--- config.mk ---
export PLATFORM = sky130hd
export DESIGN_NAME = mem_dma
export DESIGN_NICKNAME = d
export VERILOG_FILES = /design/src/rtl/mem_dma.sv
export SDC_FILE = /design/constraint.sdc
export NUM_CORES = 1
export LEC_CHECK = 0
export BUFFER_PORTS_ARGS = -buffer_cell sky130_fd_sc_hd__buf_2
export CAP_MARGIN = 30
export CORE_MARGIN = 3
export CORE_UTILIZATION = 48
export DETAILED_ROUTE_END_ITERATION = 10
export HOLD_SLACK_MARGIN = 0.08
export PLACE_DENSITY = 0.85
export SLEW_MARGIN = 30
export SYNTH_ARGS = -nofsm -noshare
export SYNTH_HDL_FRONTEND = slang
export SYNTH_SLANG_ARGS = --single-unit
--- constraint.sdc ---
create_clock -name clk -period 2.14 [get_ports clk]
set_clock_uncertainty 0.05 [all_clocks]
set_input_delay 0.642 -clock clk [delete_from_list [all_inputs] [get_ports clk]]
set_output_delay 0.642 -clock clk [all_outputs]
set_load 0.02 [all_outputs]
--- src/rtl/mem_dma.sv ---
// Word-granular memory DMA engine: copies a block of 32-bit words from src to
// dst (read, then write, for each word) or fills dst with a constant pattern.
// The memory interface is driven purely from registered state; the read data
// comes back combinationally in the same cycle and is captured into a buffer.
module mem_dma #(
  parameter int LEN_W = 16
) (
  input  logic             clk,
  input  logic             rst_,
  input  logic             start_i,
  input  logic             abort_i,
  input  logic             mode_i,
  input  logic [31:0]      src_i,
  input  logic [31:0]      dst_i,
  input  logic [LEN_W-1:0] len_i,
  input  logic [31:0]      fill_i,
  output logic             busy_o,
  output logic             done_o,
  output logic             aborted_o,
  output logic             mem_we_o,
  output logic [31:0]      mem_addr_o,
  output logic [31:0]      mem_data_o,
  input  logic [31:0]      mem_data_i
);

  // The transfer mode is carried by the state itself (RD/WR for copy, FILL
  // for fill), so it needs no separate register after the start edge.
  typedef enum logic [2:0] {
    IDLE = 3'd0,
    RD   = 3'd1,
    WR   = 3'd2,
    FILL = 3'd3,
    DONE = 3'd4
  } state_t;

  localparam logic [31:0] WORD_MASK = 32'hFFFF_FFFC;
  localparam logic [31:0] WORD_STEP = 32'd4;

  state_t             state_reg,   state_next;
  logic [31:0]        src_ptr_reg, src_ptr_next;
  logic [31:0]        dst_ptr_reg, dst_ptr_next;
  logic [LEN_W-1:0]   count_reg,   count_next;
  logic [31:0]        buf_reg,     buf_next;
  logic [31:0]        fill_reg,    fill_next;
  logic               aborted_reg, aborted_next;

  // State and datapath registers; reset wins over every other input.
  always_ff @(posedge clk) begin
    if (!rst_) begin
      state_reg   <= IDLE;
      src_ptr_reg <= '0;
      dst_ptr_reg <= '0;
      count_reg   <= '0;
      buf_reg     <= '0;
      fill_reg    <= '0;
      aborted_reg <= 1'b0;
    end else begin
      state_reg   <= state_next;
      src_ptr_reg <= src_ptr_next;
      dst_ptr_reg <= dst_ptr_next;
      count_reg   <= count_next;
      buf_reg     <= buf_next;
      fill_reg    <= fill_next;
      aborted_reg <= aborted_next;
    end
  end

  // Next-state logic plus memory/status outputs; outputs depend on registers only.
  always_comb begin
    state_next   = state_reg;
    src_ptr_next = src_ptr_reg;
    dst_ptr_next = dst_ptr_reg;
    count_next   = count_reg;
    buf_next     = buf_reg;
    fill_next    = fill_reg;
    aborted_next = aborted_reg;

    busy_o       = 1'b0;
    done_o       = 1'b0;
    aborted_o    = 1'b0;
    mem_we_o     = 1'b0;
    mem_addr_o   = '0;
    mem_data_o   = '0;

    case (state_reg)
      IDLE: begin
        if (start_i) begin
          src_ptr_next = src_i & WORD_MASK;
          dst_ptr_next = dst_i & WORD_MASK;
          count_next   = len_i;
          fill_next    = fill_i;
          aborted_next = 1'b0;
          if (len_i == '0) begin
            state_next = DONE;
          end else if (mode_i) begin
            state_next = FILL;
          end else begin
            state_next = RD;
          end
        end
      end

      RD: begin
        busy_o     = 1'b1;
        mem_addr_o = src_ptr_reg;
        buf_next   = mem_data_i;
        if (abort_i) begin
          aborted_next = 1'b1;
          state_next   = DONE;
        end else begin
          state_next   = WR;
        end
      end

      WR: begin
        busy_o       = 1'b1;
        mem_we_o     = 1'b1;
        mem_addr_o   = dst_ptr_reg;
        mem_data_o   = buf_reg;
        src_ptr_next = src_ptr_reg + WORD_STEP;
        dst_ptr_next = dst_ptr_reg + WORD_STEP;
        count_next   = count_reg - LEN_W'(1);
        if (abort_i) begin
          aborted_next = 1'b1;
          state_next   = DONE;
        end else if (count_reg == LEN_W'(1)) begin
          state_next   = DONE;
        end else begin
          state_next   = RD;
        end
      end

      FILL: begin
        busy_o       = 1'b1;
        mem_we_o     = 1'b1;
        mem_addr_o   = dst_ptr_reg;
        mem_data_o   = fill_reg;
        dst_ptr_next = dst_ptr_reg + WORD_STEP;
        count_next   = count_reg - LEN_W'(1);
        if (abort_i) begin
          aborted_next = 1'b1;
          state_next   = DONE;
        end else if (count_reg == LEN_W'(1)) begin
          state_next   = DONE;
        end
      end

      DONE: begin
        busy_o       = 1'b1;
        done_o       = 1'b1;
        aborted_o    = aborted_reg;
        aborted_next = 1'b0;
        state_next   = IDLE;
      end

      default: begin
        state_next = IDLE;
      end
    endcase
  end

endmodule

# ---- Yosys cells after proc, flatten, opt, wreduce, memory -nomap -nowiden
# Cells that the tools add are included.
dict set report totals {
  inputBits 149
  ff_bits 148
  mem_bits_ro 0
  latch_bits 0
  ram_bits 0
  memories 0
  elab_cells 55
}
dict set report classes {
  n_lt_le_gt_ge 0
  mul 0
  eq_ne 8
  n_div 0
  n_reduce_logical 13
  addsub 3
  mux 24
  bitwise 0
  shifts 0
}
# op count
set op_table {}
lappend op_table {{32-bit one-hot mux with 2 select lines} 4}
lappend op_table {{32-bit by 3-bit adder with 32-bit output (second input constant)} 2}
lappend op_table {{32-bit two-way mux} 2}
lappend op_table {{16-bit one-hot mux with 2 select lines} 1}
lappend op_table {{3-bit two-way mux} 7}
lappend op_table {{16-bit by 1-bit == test with 1-bit output (second input constant)} 1}
lappend op_table {{16-bit logical NOT} 1}
lappend op_table {{16-bit two-way mux} 1}
lappend op_table {{16-bit by 1-bit subtractor with 16-bit output (second input constant)} 1}
lappend op_table {{3-bit one-hot mux with 4 select lines} 1}
lappend op_table {{2-bit AND reduction} 4}
lappend op_table {{3-bit by 2-bit == test with 1-bit output (second input constant)} 2}
lappend op_table {{1-bit two-way mux} 6}
lappend op_table {{2-bit nonzero test} 2}
lappend op_table {{4-bit OR reduction} 1}
lappend op_table {{3-bit by 1-bit == test with 1-bit output (second input constant)} 1}
lappend op_table {{3-bit == test (second input constant)} 1}
lappend op_table {{3-bit logical NOT} 1}
lappend op_table {{3-bit inequality test (second input constant)} 1}
lappend op_table {{1-bit one-hot mux with 3 select lines} 1}
lappend op_table {{3-bit AND reduction} 1}
lappend op_table {{3-bit nonzero test} 1}
lappend op_table {{3-bit OR reduction} 1}
lappend op_table {{2-bit two-way mux} 1}
lappend op_table {{3 further kinds} 3}

# ---- Longest topological paths before layout
dict set report logic_depth {
  depth_word 4
  depth_mapped 8
  ltp_nobuf 6
}

# ---- Worst setup path before layout
# OpenSTA, ideal clock, no wires.
dict set report synth_path {
  path_kind {flip-flop to output port}
  start {register state_reg[0]}
  end {output port mem_addr_o[13]}
  t_arrival_ns 1.679
  required_time_ns 1.448
  setup_slack_ns -0.231
  stages_incl_launch_ff 7
  path_cell_list {dfxtp_1 -> buf_2 -> inv_1 -> or3_1 -> clkbuf_1 -> clkbuf_1 -> o21ai_0}
}
dict set report synth_between {
  elab_chain_len 3
}
# element line_no
set synth_lines {}
lappend synth_lines {{start: declaration} 39} ;# state_t state_reg, state_next;
lappend synth_lines {{start signal: assignment} 58} ;# state_reg <= state_next;
lappend synth_lines {{3-bit by 2-bit == test with 1-bit output} 85} ;# case (state_reg)
lappend synth_lines {{2-bit OR reduction (no source line)} -}
lappend synth_lines {{32-bit one-hot mux with 2 select lines *} 85}
lappend synth_lines {{end: declaration} 21} ;# output logic [31:0] mem_addr_o,
# Every way passes the cells marked *; elsewhere a longest branch is shown, timed or not.

# ---- Worst setup path in the final report
dict set report layout_path {
  start {register state_reg[2]}
  end {output port mem_addr_o[8]}
}
# The elaborated chain is that of the path after synthesis.

==> flow_summary.json <==
{
  "worst_hold_slack_ps": 397,
  "status": "complete, but fails checks",
  "htreeDepth": 4,
  "clockRootBuffer": "clkbuf_16",
  "final_nets": 1401,
  "drc": 0,
  "ant_nets": 0,
  "layout-drive-gt1-share_pct": 37.8,
  "portBuffers": 210,
  "gr-usage-all-layers_pct": 33.7,
  "violations": "setup timing",
  "initial_core_util_pct": 49.4,
  "slew_violations": 0,
  "synth_area_sq_um": 7560,
  "fin_crit_ps": 2430,
  "hold_class": "in -> reg",
  "finalSetupTns_ps": -13460,
  "cts.sinks": 144,
  "dp_hpwl_um": 17600,
  "drtIter0Drc": 1513,
  "gp_congestion": 0.901,
  "yosysWarnings": 0,
  "num_rows": 45,
  "grt_pass1_wl_um": 47200,
  "max_cap_violations": 0,
  "globalRouteOverflowTotal": 0,
  "fin_ws_ps": -287,
  "yosysSeqAreaShare_pct": 38.1,
  "p_leak_uw": 0.00457,
  "critPathSlowestCell": "dfxtp_2",
  "grt_pass1_vias": 8908,
  "pre_cts_ws_ps": 19.6,
  "synthArstFlopShare_pct": 0,
  "rsz0062_at_grt": "true",
  "synth_edf_count": 0,
  "area.growth.synth_to_final_pct": 55.3,
  "crit_chain": "buf_12 -> nor3_4 -> buf_6 -> buf_12 -> a22o_1 -> buf_6",
  "synth_area_per_cell_sq_um": 7.72,
  "cp-end-kind": "output pin",
  "final_core_util_pct": 76.7,
  "final_common_cell": "nand2_1",
  "critPathLaunchType": "flip-flop",
  "post_drt_via_cell_ratio": 6.62,
  "hold_viol_final": 0,
  "synth_cell_types": 70,
  "routedWlPerCell_um": 23.3,
  "critPathMaxStageDelay_ps": 340,
  "dieHeight_um": 132,
  "fmax_mhz": 412,
  "clk_pin_slew_worst_paths_ps": 60,
  "synthCells": 979,
  "cts_tree": "yes",
  "cts_buffers": 17,
  "final_cell_mix": "nand2_1, buf_2, dfxtp_1",
  "ios": 217,
  "antenna_found_initial": 4,
  "max-clock-path-buffers": 2,
  "cp.buffers_inverters": 4,
  "grt_max_degree": 47,
  "post-route-period-util_pct": 113,
  "crit_family": "buffers and inverters",
  "coreArea_sq_um": 15300,
  "worstSetupPathType": "reg -> out",
  "setup_viol": 71,
  "wl_um": 34300,
  "worstPathMaxFanout": 7,
  "firstDrtPassIters": 8,
  "fin_area_sq_um": 11700,
  "synthFlopType": "dfxtp_1",
  "die_w_um": 132,
  "die-area_sq_um": 17300,
  "ys_ff_latch": 144,
  "crit_required_ps": 1450,
  "placed_area_sq_um": 9190,
  "dr_total_vias": 9744,
  "crit_arrival_ps": 1740,
  "insertion_delay_ps": 430,
  "p_per_area_nw_per_um2": 848,
  "peakVddDrop_mv": 0.730
}
-- power breakdown --
part | internal [uW] | total, uW | switching [uW] | leakage (uW)
Clock | 1900 | 3070 | 1170 | 0.000291
Combinational | 1580 | 3460 | 1880 | 0.00310
Sequential | 3020 | 3430 | 403 | 0.00118
Total | 6500 | 9960 | 3450 | 0.00457
-- per-layer routing --
layer	vias to the layer above	part of all wire, %	track usage [%]
met2	880	46	54.9
met3	264	12	7.27
met5	-	0.16	0
li1	4133	-	-
met1	4465	34	41.2
met4	2	7.5	19.1
-- synthesized netlist by cell type, types with 14 or more instances --
| library cell | n | area [sq um] |
|---|---|---|
| nand4_1 | 20 | 125 |
| o21ai_0 | 38 | 190 |
| nor2_1 | 85 | 319 |
| o211ai_1 | 14 | 105 |
| mux2i_1 | 32 | 320 |
| a22o_1 | 25 | 219 |
| nand3_1 | 27 | 135 |
| a211oi_1 | 15 | 113 |
| clkbuf_1 | 56 | 210 |
| a21oi_1 | 120 | 601 |
| nand2_1 | 175 | 657 |
| dfxtp_1 | 144 | 2880 |
| nor3_1 | 25 | 125 |
-- metrics by stage --
| step | std cells | total power [uW] |
|---|---|---|
| 2_1_floorplan | 980 | 4740 |
| 3_3_place_gp | 1388 | 5560 |
| 3_5_place_dp | 1388 | 5630 |
| 4_1_cts | 1455 | 9410 |
| 5_1_grt | 1473 | 10200 |
| 6_report | 1473 | 9960 |
-- worst min-delay path: cells and delay by family --
kind | cells | cell delay (ps)
buf+inv | 1 | 90
compound gates | 1 | 50
simple gates | 1 | 40
-- repair_timing --
action / 4_1_cts / 5_1_grt
buffers inserted: 24 / 17
pin swaps: 17 / 54
gates resized for setup: 257 / 79
hold buffers: 0 / 0
endpoints found under the setup margin: 66 / 142
cloned: 14 / 4
-- cell type report --
type	instances	area, sq um
Timing Repair Buffer	328	2870
Clock buffer	22	474
Tap cell	211	264
Fill cell	921	3570
Multi-Input combinational cell	746	5080
Clock inverter	7	110
Sequential cell	144	2890
Inverter	11	50.0
Antenna cell	4	10.0
-- final timing paths --
kind	start	endpoint	slack (ps)	cells past startpoint
worst max-delay path	state_reg[2]	mem_addr_o[8]	-290	6
worst min-delay path	fill_i[18]	fill_reg[18]	400	3
worst max register to register	state_reg[0]	dst_ptr_reg[25]	-80	8
worst min register to register	buf_reg[7]	buf_reg[7]	410	2
-- logic make-up (layout without fill, tap and decap cells) --
logic type | Yosys count | after routing | share of synthesized area (%)
simple gates | 404 | 405 | 25.6
compound gates | 289 | 289 | 24.8
flops | 144 | 144 | 38.1
buf+inv | 91 | 368 | 4.90
mux | 35 | 35 | 4.68
xor+xnor | 11 | 11 | 1.27
fa+ha+maj | 4 | 4 | 0.662
other cells | 1 | 6 | 0.0496
No activity file was read; power rests on OpenSTA's default activity.
